`src/rtl/auth_decision.sv`:
```
// rtl/auth_decision.sv - counts matcher hits per attempt, issues grant/deny, tracks failures.
// Optional lockout after MAX_FAILS consecutive denies is enabled by AUTH_LOCKOUT_EN.
module auth_decision #(
  parameter int TEMPLATE_LEN   = 16,
  parameter int MATCH_THRESH   = 12,
  parameter int MAX_FAILS      = 3,
  parameter int LOCKOUT_CYCLES = 1000
) (
  input  logic                                clk,
  input  logic                                rst_n,
  input  logic                                start,
  input  logic                                byte_valid,
  input  logic                                byte_match,
  output logic                                busy,
  output logic                                granted,
  output logic                                denied,
  output logic [$clog2(TEMPLATE_LEN+1)-1:0]   match_count,
  output logic [$clog2(MAX_FAILS+1)-1:0]      fail_count,
  output logic                                locked
);

  localparam int MCW = $clog2(TEMPLATE_LEN + 1);
  localparam int FCW = $clog2(MAX_FAILS + 1);
  localparam logic [MCW-1:0] LEN_C  = MCW'(TEMPLATE_LEN);
  localparam logic [MCW-1:0] THR_C  = MCW'(MATCH_THRESH);
  localparam logic [FCW-1:0] FMAX_C = FCW'(MAX_FAILS);

`ifdef AUTH_LOCKOUT_EN
  localparam int TW = $clog2(LOCKOUT_CYCLES + 1);
  typedef enum logic [1:0] {S_IDLE, S_COLLECT, S_DECIDE, S_LOCKOUT} state_t;
  logic [TW-1:0] timer_q, timer_d;
  logic          locked_q, locked_d;
`else
  typedef enum logic [1:0] {S_IDLE, S_COLLECT, S_DECIDE} state_t;
`endif

  state_t         state_q, state_d;
  logic [MCW-1:0] byte_cnt_q, byte_cnt_d;
  logic [MCW-1:0] match_q, match_d;
  logic [FCW-1:0] fail_q, fail_d;
  logic           busy_q, busy_d;
  logic           granted_q, granted_d;
  logic           denied_q, denied_d;

  always_comb begin
    state_d    = state_q;
    byte_cnt_d = byte_cnt_q;
    match_d    = match_q;
    fail_d     = fail_q;
    busy_d     = 1'b0;
    granted_d  = 1'b0;
    denied_d   = 1'b0;
`ifdef AUTH_LOCKOUT_EN
    timer_d    = timer_q;
    locked_d   = 1'b0;
`endif
    case (state_q)
      S_IDLE: begin
        if (start) begin
          state_d    = S_COLLECT;
          byte_cnt_d = '0;
          match_d    = '0;
          busy_d     = 1'b1;
        end
      end
      S_COLLECT: begin
        busy_d = 1'b1;
        // A restart discards the byte presented in the same cycle.
        if (start) begin
          byte_cnt_d = '0;
          match_d    = '0;
        end else if (byte_valid) begin
          byte_cnt_d = byte_cnt_q + 1'b1;
          match_d    = match_q + MCW'(byte_match);
          if (byte_cnt_q == LEN_C - 1'b1) begin
            state_d = S_DECIDE;
          end
        end
      end
      S_DECIDE: begin
        state_d = S_IDLE;
        if (match_q >= THR_C) begin
          granted_d = 1'b1;
          fail_d    = '0;
        end else begin
          denied_d = 1'b1;
`ifdef AUTH_LOCKOUT_EN
          fail_d = fail_q + 1'b1;
          if (fail_q + 1'b1 == FMAX_C) begin
            state_d  = S_LOCKOUT;
            timer_d  = TW'(LOCKOUT_CYCLES);
            locked_d = 1'b1;
          end
`else
          fail_d = (fail_q == FMAX_C) ? fail_q : fail_q + 1'b1;
`endif
        end
      end
`ifdef AUTH_LOCKOUT_EN
      S_LOCKOUT: begin
        // Leaving on the cycle the timer would hit zero gives exactly LOCKOUT_CYCLES locked cycles.
        if (timer_q <= TW'(1)) begin
          state_d = S_IDLE;
          timer_d = '0;
          fail_d  = '0;
        end else begin
          timer_d  = timer_q - 1'b1;
          locked_d = 1'b1;
        end
      end
`endif
      default: state_d = S_IDLE;
    endcase
  end

  always_ff @(posedge clk or negedge rst_n) begin
    if (!rst_n) begin
      state_q    <= S_IDLE;
      byte_cnt_q <= '0;
      match_q    <= '0;
      fail_q     <= '0;
      busy_q     <= 1'b0;
      granted_q  <= 1'b0;
      denied_q   <= 1'b0;
`ifdef AUTH_LOCKOUT_EN
      timer_q    <= '0;
      locked_q   <= 1'b0;
`endif
    end else begin
      state_q    <= state_d;
      byte_cnt_q <= byte_cnt_d;
      match_q    <= match_d;
      fail_q     <= fail_d;
      busy_q     <= busy_d;
      granted_q  <= granted_d;
      denied_q   <= denied_d;
`ifdef AUTH_LOCKOUT_EN
      timer_q    <= timer_d;
      locked_q   <= locked_d;
`endif
    end
  end

  assign busy        = busy_q;
  assign granted     = granted_q;
  assign denied      = denied_q;
  assign match_count = match_q;
  assign fail_count  = fail_q;
`ifdef AUTH_LOCKOUT_EN
  assign locked      = locked_q;
`else
  assign locked      = 1'b0;
`endif

endmodule

```
`config.mk`:
```
export PLATFORM = sky130hd
export DESIGN_NAME = auth_decision
export DESIGN_NICKNAME = d
export VERILOG_FILES = /design/src/rtl/auth_decision.sv
export SDC_FILE = /design/constraint.sdc
export NUM_CORES = 1
export LEC_CHECK = 0
export CAP_MARGIN = 20
export CORE_MARGIN = 1.5
export CORE_UTILIZATION = 45
export CTS_CLUSTER_DIAMETER = 60
export DETAILED_ROUTE_END_ITERATION = 6
export PLACE_DENSITY = 0.71
export SKIP_LAST_GASP = 1
export SYNTH_ARGS = -nofsm -noshare
export SYNTH_HDL_FRONTEND = slang
export SYNTH_SLANG_ARGS = --single-unit
```
`constraint.sdc`:
```
create_clock -name clk -period 2.2 [get_ports clk]
set_clock_uncertainty 0.2 [all_clocks]
set_input_delay 0.33 -clock clk [delete_from_list [all_inputs] [get_ports clk]]
set_output_delay 0.33 -clock clk [all_outputs]
set_load 0.01 [all_outputs]
```
Word-level counts from Yosys, hierarchy flattened
Cells that the tools add are included.
{"block": "word_totals", "input_bits": 5, "mem_bits_rw": 0, "elab_cells": 46, "latch_bits": 0, "reg_bits": 17, "memories": 0, "output_inout_bits": 11, "romBits": 0}
{"block": "op_classes", "mux": 20, "shifts": 0, "multipliers": 0, "magnitude_cmp": 1, "div_mod_pow": 0, "bitwise_logic": 0, "add_sub_neg": 3, "reduce_logical": 5, "n_eq_ne": 10}
{"cell": "2-to-1 mux 5 bit", "n": 5}
{"cell": "case mux 5 bit (2 select lines)", "n": 2}
{"cell": "2-to-1 mux 2 bit", "n": 6}
{"cell": "inequality test 2 bit (second input constant)", "n": 5}
{"cell": "adder 5 x 1 -> 5 bit", "n": 1}
{"cell": "adder 5 x 1 -> 5 bit (second input constant)", "n": 1}
{"cell": "equality test 5 x 4 -> 1 bit (second input constant)", "n": 1}
{"cell": ">= comparator 5 x 4 -> 1 bit (second input constant)", "n": 1}
{"cell": "2-to-1 mux 1 bit", "n": 5}
{"cell": "equality test 2 bit (second input constant)", "n": 2}
{"cell": "case mux 2 bit (2 select lines)", "n": 1}
{"cell": "AND reduction 4 bit", "n": 1}
{"cell": "inequality test 3 bit (second input constant)", "n": 1}
{"cell": "AND reduction 3 bit", "n": 1}
{"cell": "adder 2 x 1 -> 2 bit (second input constant)", "n": 1}
{"cell": "equality test 2 x 1 -> 1 bit (second input constant)", "n": 1}
{"cell": "logical NOT 2 bit", "n": 1}
{"cell": "case mux 1 bit (2 select lines)", "n": 1}
{"cell": "AND reduction 2 bit", "n": 1}
{"cell": "nonzero test 2 bit", "n": 1}

Depth between registers and ports, before layout
{"block": "depth", "word_depth": 5, "ltp_mapped": 6, "mapped_depth_nobuf": 6}

Least setup slack after synthesis
OpenSTA, ideal clock, no wires.
{"block": "synth_timing", "kind": "register to register", "from": "reg match_q[0], in the netlist match_count[0]", "to": "reg match_q[4], in the netlist match_count[4]", "period_less_slack_ps": 1600, "stages_incl_launch_ff": 6, "arrival_ps": 1305, "slack_ps": 600, "setup_time_ps": 95, "required_ps": 1905, "n_path_buf": 0, "cell_sequence": "dfrtp_1 ha_1 ha_1 nand3_1 or3_1 o31ai_1"}
{"block": "synth_between", "elab_chain_cells": 4}
{"item": "start, declared", "line_no": "39", "source": "logic [MCW-1:0] match_q, match_d;"}
{"item": "start signal, assigned", "line_no": "132", "source": "match_q <= match_d;"}
{"item": "adder 5 x 1 -> 5 bit", "line_no": "74", "source": "match_d = match_q + MCW'(byte_match);"}
{"item": "2-to-1 mux 5 bit", "line_no": "72", "source": "end else if (byte_valid) begin"}
{"item": "2-to-1 mux 5 bit", "line_no": "69", "source": "if (start) begin"}
{"item": "case mux 5 bit (2 select lines)", "line_no": "57", "source": "case (state_q)"}
Every way passes these cells. The select of a mux whose other input is x is not followed.
A chain may end at the register's enable or synchronous reset.

Worst setup path after layout
{"block": "layout_timing", "from": "reg match_q[2], in the netlist match_count[2]", "to": "out match_count[2]"}
{"item": "end, declared", "line_no": "17", "source": "output logic [$clog2(TEMPLATE_LEN+1)-1:0] match_count,"}
No word-level cell between the ends.

==> impl_results.md <==
* Setup CP Type: reg2out
* Status: finished, final reports clean
* Nets at 112
* Synth Area per Inst at 9.862 um^2
* Largest net degree at the start of global routing at 18
* Startpoint Class: flop
* Clock Sink Count at 17
* Yosys cell types at 25
* Gate Count Post-Synth at 85
* Commonest non-fill, non-tap cells in the layout: dfrtp_1, clkdlybuf4s50_1, o21ai_0
* CTS buffer count at 3
* Critical-path cell list: clkdlybuf4s50_1
* DRC at 0
* IO Count at 16
* Period utilization at 0.8472
* Core area at 1745 um^2
* ANT nets after route at 0
* Filler cell count in the final layout at 169
* CTS Hold Buffers Added at 0
* CTS tree: done
* Capturing point of the worst reg2reg path: match_count[4]$_DFFE_PN0P_
* Number of global-route vias before repair at 645
* Aggregate global-route resource usage at 0.1834
* Count of buffer and inverter cells on the critical path at 1
* Post-CTS setup buffers at 0
* Hold Path Class: in2async
* Vias per cell at 5.389
* Power Dens Cells at 523.1 nW/um^2
* WL per Instance at 12.61 um
* First-pass GRT wire length at 2725 um
* Placed cell count at 122
* Layout cells sized above 1 at 0.07921
* FF-to-FF Start: match_count[0]$_DFFE_PN0P_
* PortBufs at 14
* RSZ-0062 raised after global routing: false
* Antenna diodes at 0
* Post-Syn Area at 838.3 um^2
* Max FO, Critical Path at 7
* H-tree depth at 1
* Final Cell Area at 1031 um^2
* Commonest non-fill, non-tap cell in the layout: dfrtp_1
* Max-Cap Viols at 0
* Syn-to-layout area delta at 22.99%
* CP peak stage delay at 570 ps
* Yosys reg bits at 17
* DP Wirelength at 1161 um
* Final Max Slew Viols at 0
* Clk_lat worst skew at 290 ps
* CTS max path bufs at 2
* Cell Count, Final, Fillers Out at 126
* Leakage at 0.4497 nW
* DIE AREA at 2131 um^2
* Die span in x at 46.16 um
* Post-Syn Nets at 95
* Setup violators final at 0
* Worst Reg-to-Reg Cells at 5
* WL final at 1589 um
* Initial Utilization at 0.4803
* # resized after CTS at 0
* Tmin final at 1864 ps
* Req. time, crit path at 1670 ps
* CP Capture Type: output port
* R2R Setup Slk at 480 ps
* Root Buffer: clkbuf_4
* Initial antenna violation count at 0
* Pre-antenna DRT Iters at 4
* CP delay by family, top: buffers and inverters
* Gpl congestion at 0.8237
* Site Rows at 15
* Final Hold Violating Endpoints at 0
* Slowest-stage cell, CP: clkdlybuf4s50_1
* Die H at 46.16 um
* Post-synthesis sequential area ratio at 0.5075
* Peak supply drop at 0.2692 mV
* Critical path arrival at 1330 ps
* Setup TNS at 0 ps
* Critical Path Stages at 1
* Util after Layout at 0.5907
* Max Fclk at 536.5 MHz
* Reg clk slew, reported paths at 100 ps
* DP Area at 1005 um^2
* 1st-iter DRT viols at 8
* Ys Warns at 0
* Gr ovfl total at 0
* Via Count at 679
-- cell usage after synthesis --
library cell,instances,share of area
dfrtp_1,17,0.51
o21ai_0,11,0.066
inv_1,6,0.027
nor2_1,6,0.027
ha_1,5,0.075
nand2_1,5,0.022
a21oi_1,4,0.024
a22oi_1,3,0.027
nand2b_1,3,0.022
nand3_1,3,0.018
o311ai_0,3,0.031
o31ai_1,3,0.027
a31oi_1,2,0.015
clkbuf_1,2,0.0090
or3_1,2,0.015
a21o_1,1,0.0090
and3_1,1,0.0075
and3b_2,1,0.012
buf_2,1,0.0060
buf_4,1,0.0090
conb_1,1,0.0045
mux2i_1,1,0.012
nand2_2,1,0.0075
o22ai_1,1,0.0075
or3_4,1,0.013
-- how the worst max path moves through the flow --
| stage | startpoint | endpoint | slack [ps] |
|---|---|---|---|
| after global routing | match_count[2]$_DFFE_PN0P_ | match_count[2] | 280 |
| after CTS | match_count[2]$_DFFE_PN0P_ | match_count[2] | 330 |
| after floorplan | match_count[0]$_DFFE_PN0P_ | match_count[4]$_DFFE_PN0P_ | 600 |
| final | match_count[2]$_DFFE_PN0P_ | match_count[2] | 340 |
| after global placement | byte_valid | match_count[3]$_DFFE_PN0P_ | 200 |
| after detailed placement | byte_match | match_count[4]$_DFFE_PN0P_ | 100 |
-- power breakdown --
part           switching (mW)  internal [mW]  leakage (nW)
sequential            0.00542          0.318         0.225
clock                  0.0997         0.0706        0.0150
combinational          0.0244         0.0215         0.210
-- stage by stage --
stage          setup slack (ps)  hold WS [ps]  power, mW
3_5_place_dp              97.44         264.4     0.3756
5_1_grt                   283.3         178.8     0.5581
2_1_floorplan             600.1        -165.6     0.3493
3_3_place_gp              196.2         264.7     0.3742
6_report                  336.2         144.5     0.5393
4_1_cts                   331.2         153.2     0.5429
-- routing by layer --
metal	part of all wire	vias to the layer above	GRT usage
li1	-	335	-
met1	0.46	324	0.2214
met2	0.49	16	0.3111
met3	0.034	4	0.03529
met4	0.016	0	0.08571
met5	0	-	0
-- cells by family after synthesis --
group                    synth area share
AO/OA/AOI/OAI                      0.2060
adder cells (fa/ha/maj)           0.07463
buffers and inverters             0.05075
flip-flops                         0.5075
multiplexers                      0.01194
other                            0.004473
AND/OR/NAND/NOR                    0.1448
-- registers in the layout (all words and copies together), names as in the netlist --
register,flops
denied,1
busy,1
state_q,2
match_count,5
fail_count,2
byte_cnt_q,5
granted,1
-- layout make-up --
type / instances / area [um^2] / share of cell area
clock buffers: 4 / 26.28 / 0.02549
flip-flops and latches: 17 / 425.4 / 0.4126
inverters: 6 / 22.52 / 0.02184
multi-input cells: 58 / 370.4 / 0.3592
well taps: 25 / 31.28 / 0.03034
repair buffers: 16 / 155.1 / 0.1505
No activity file was read; power rests on OpenSTA's default activity.
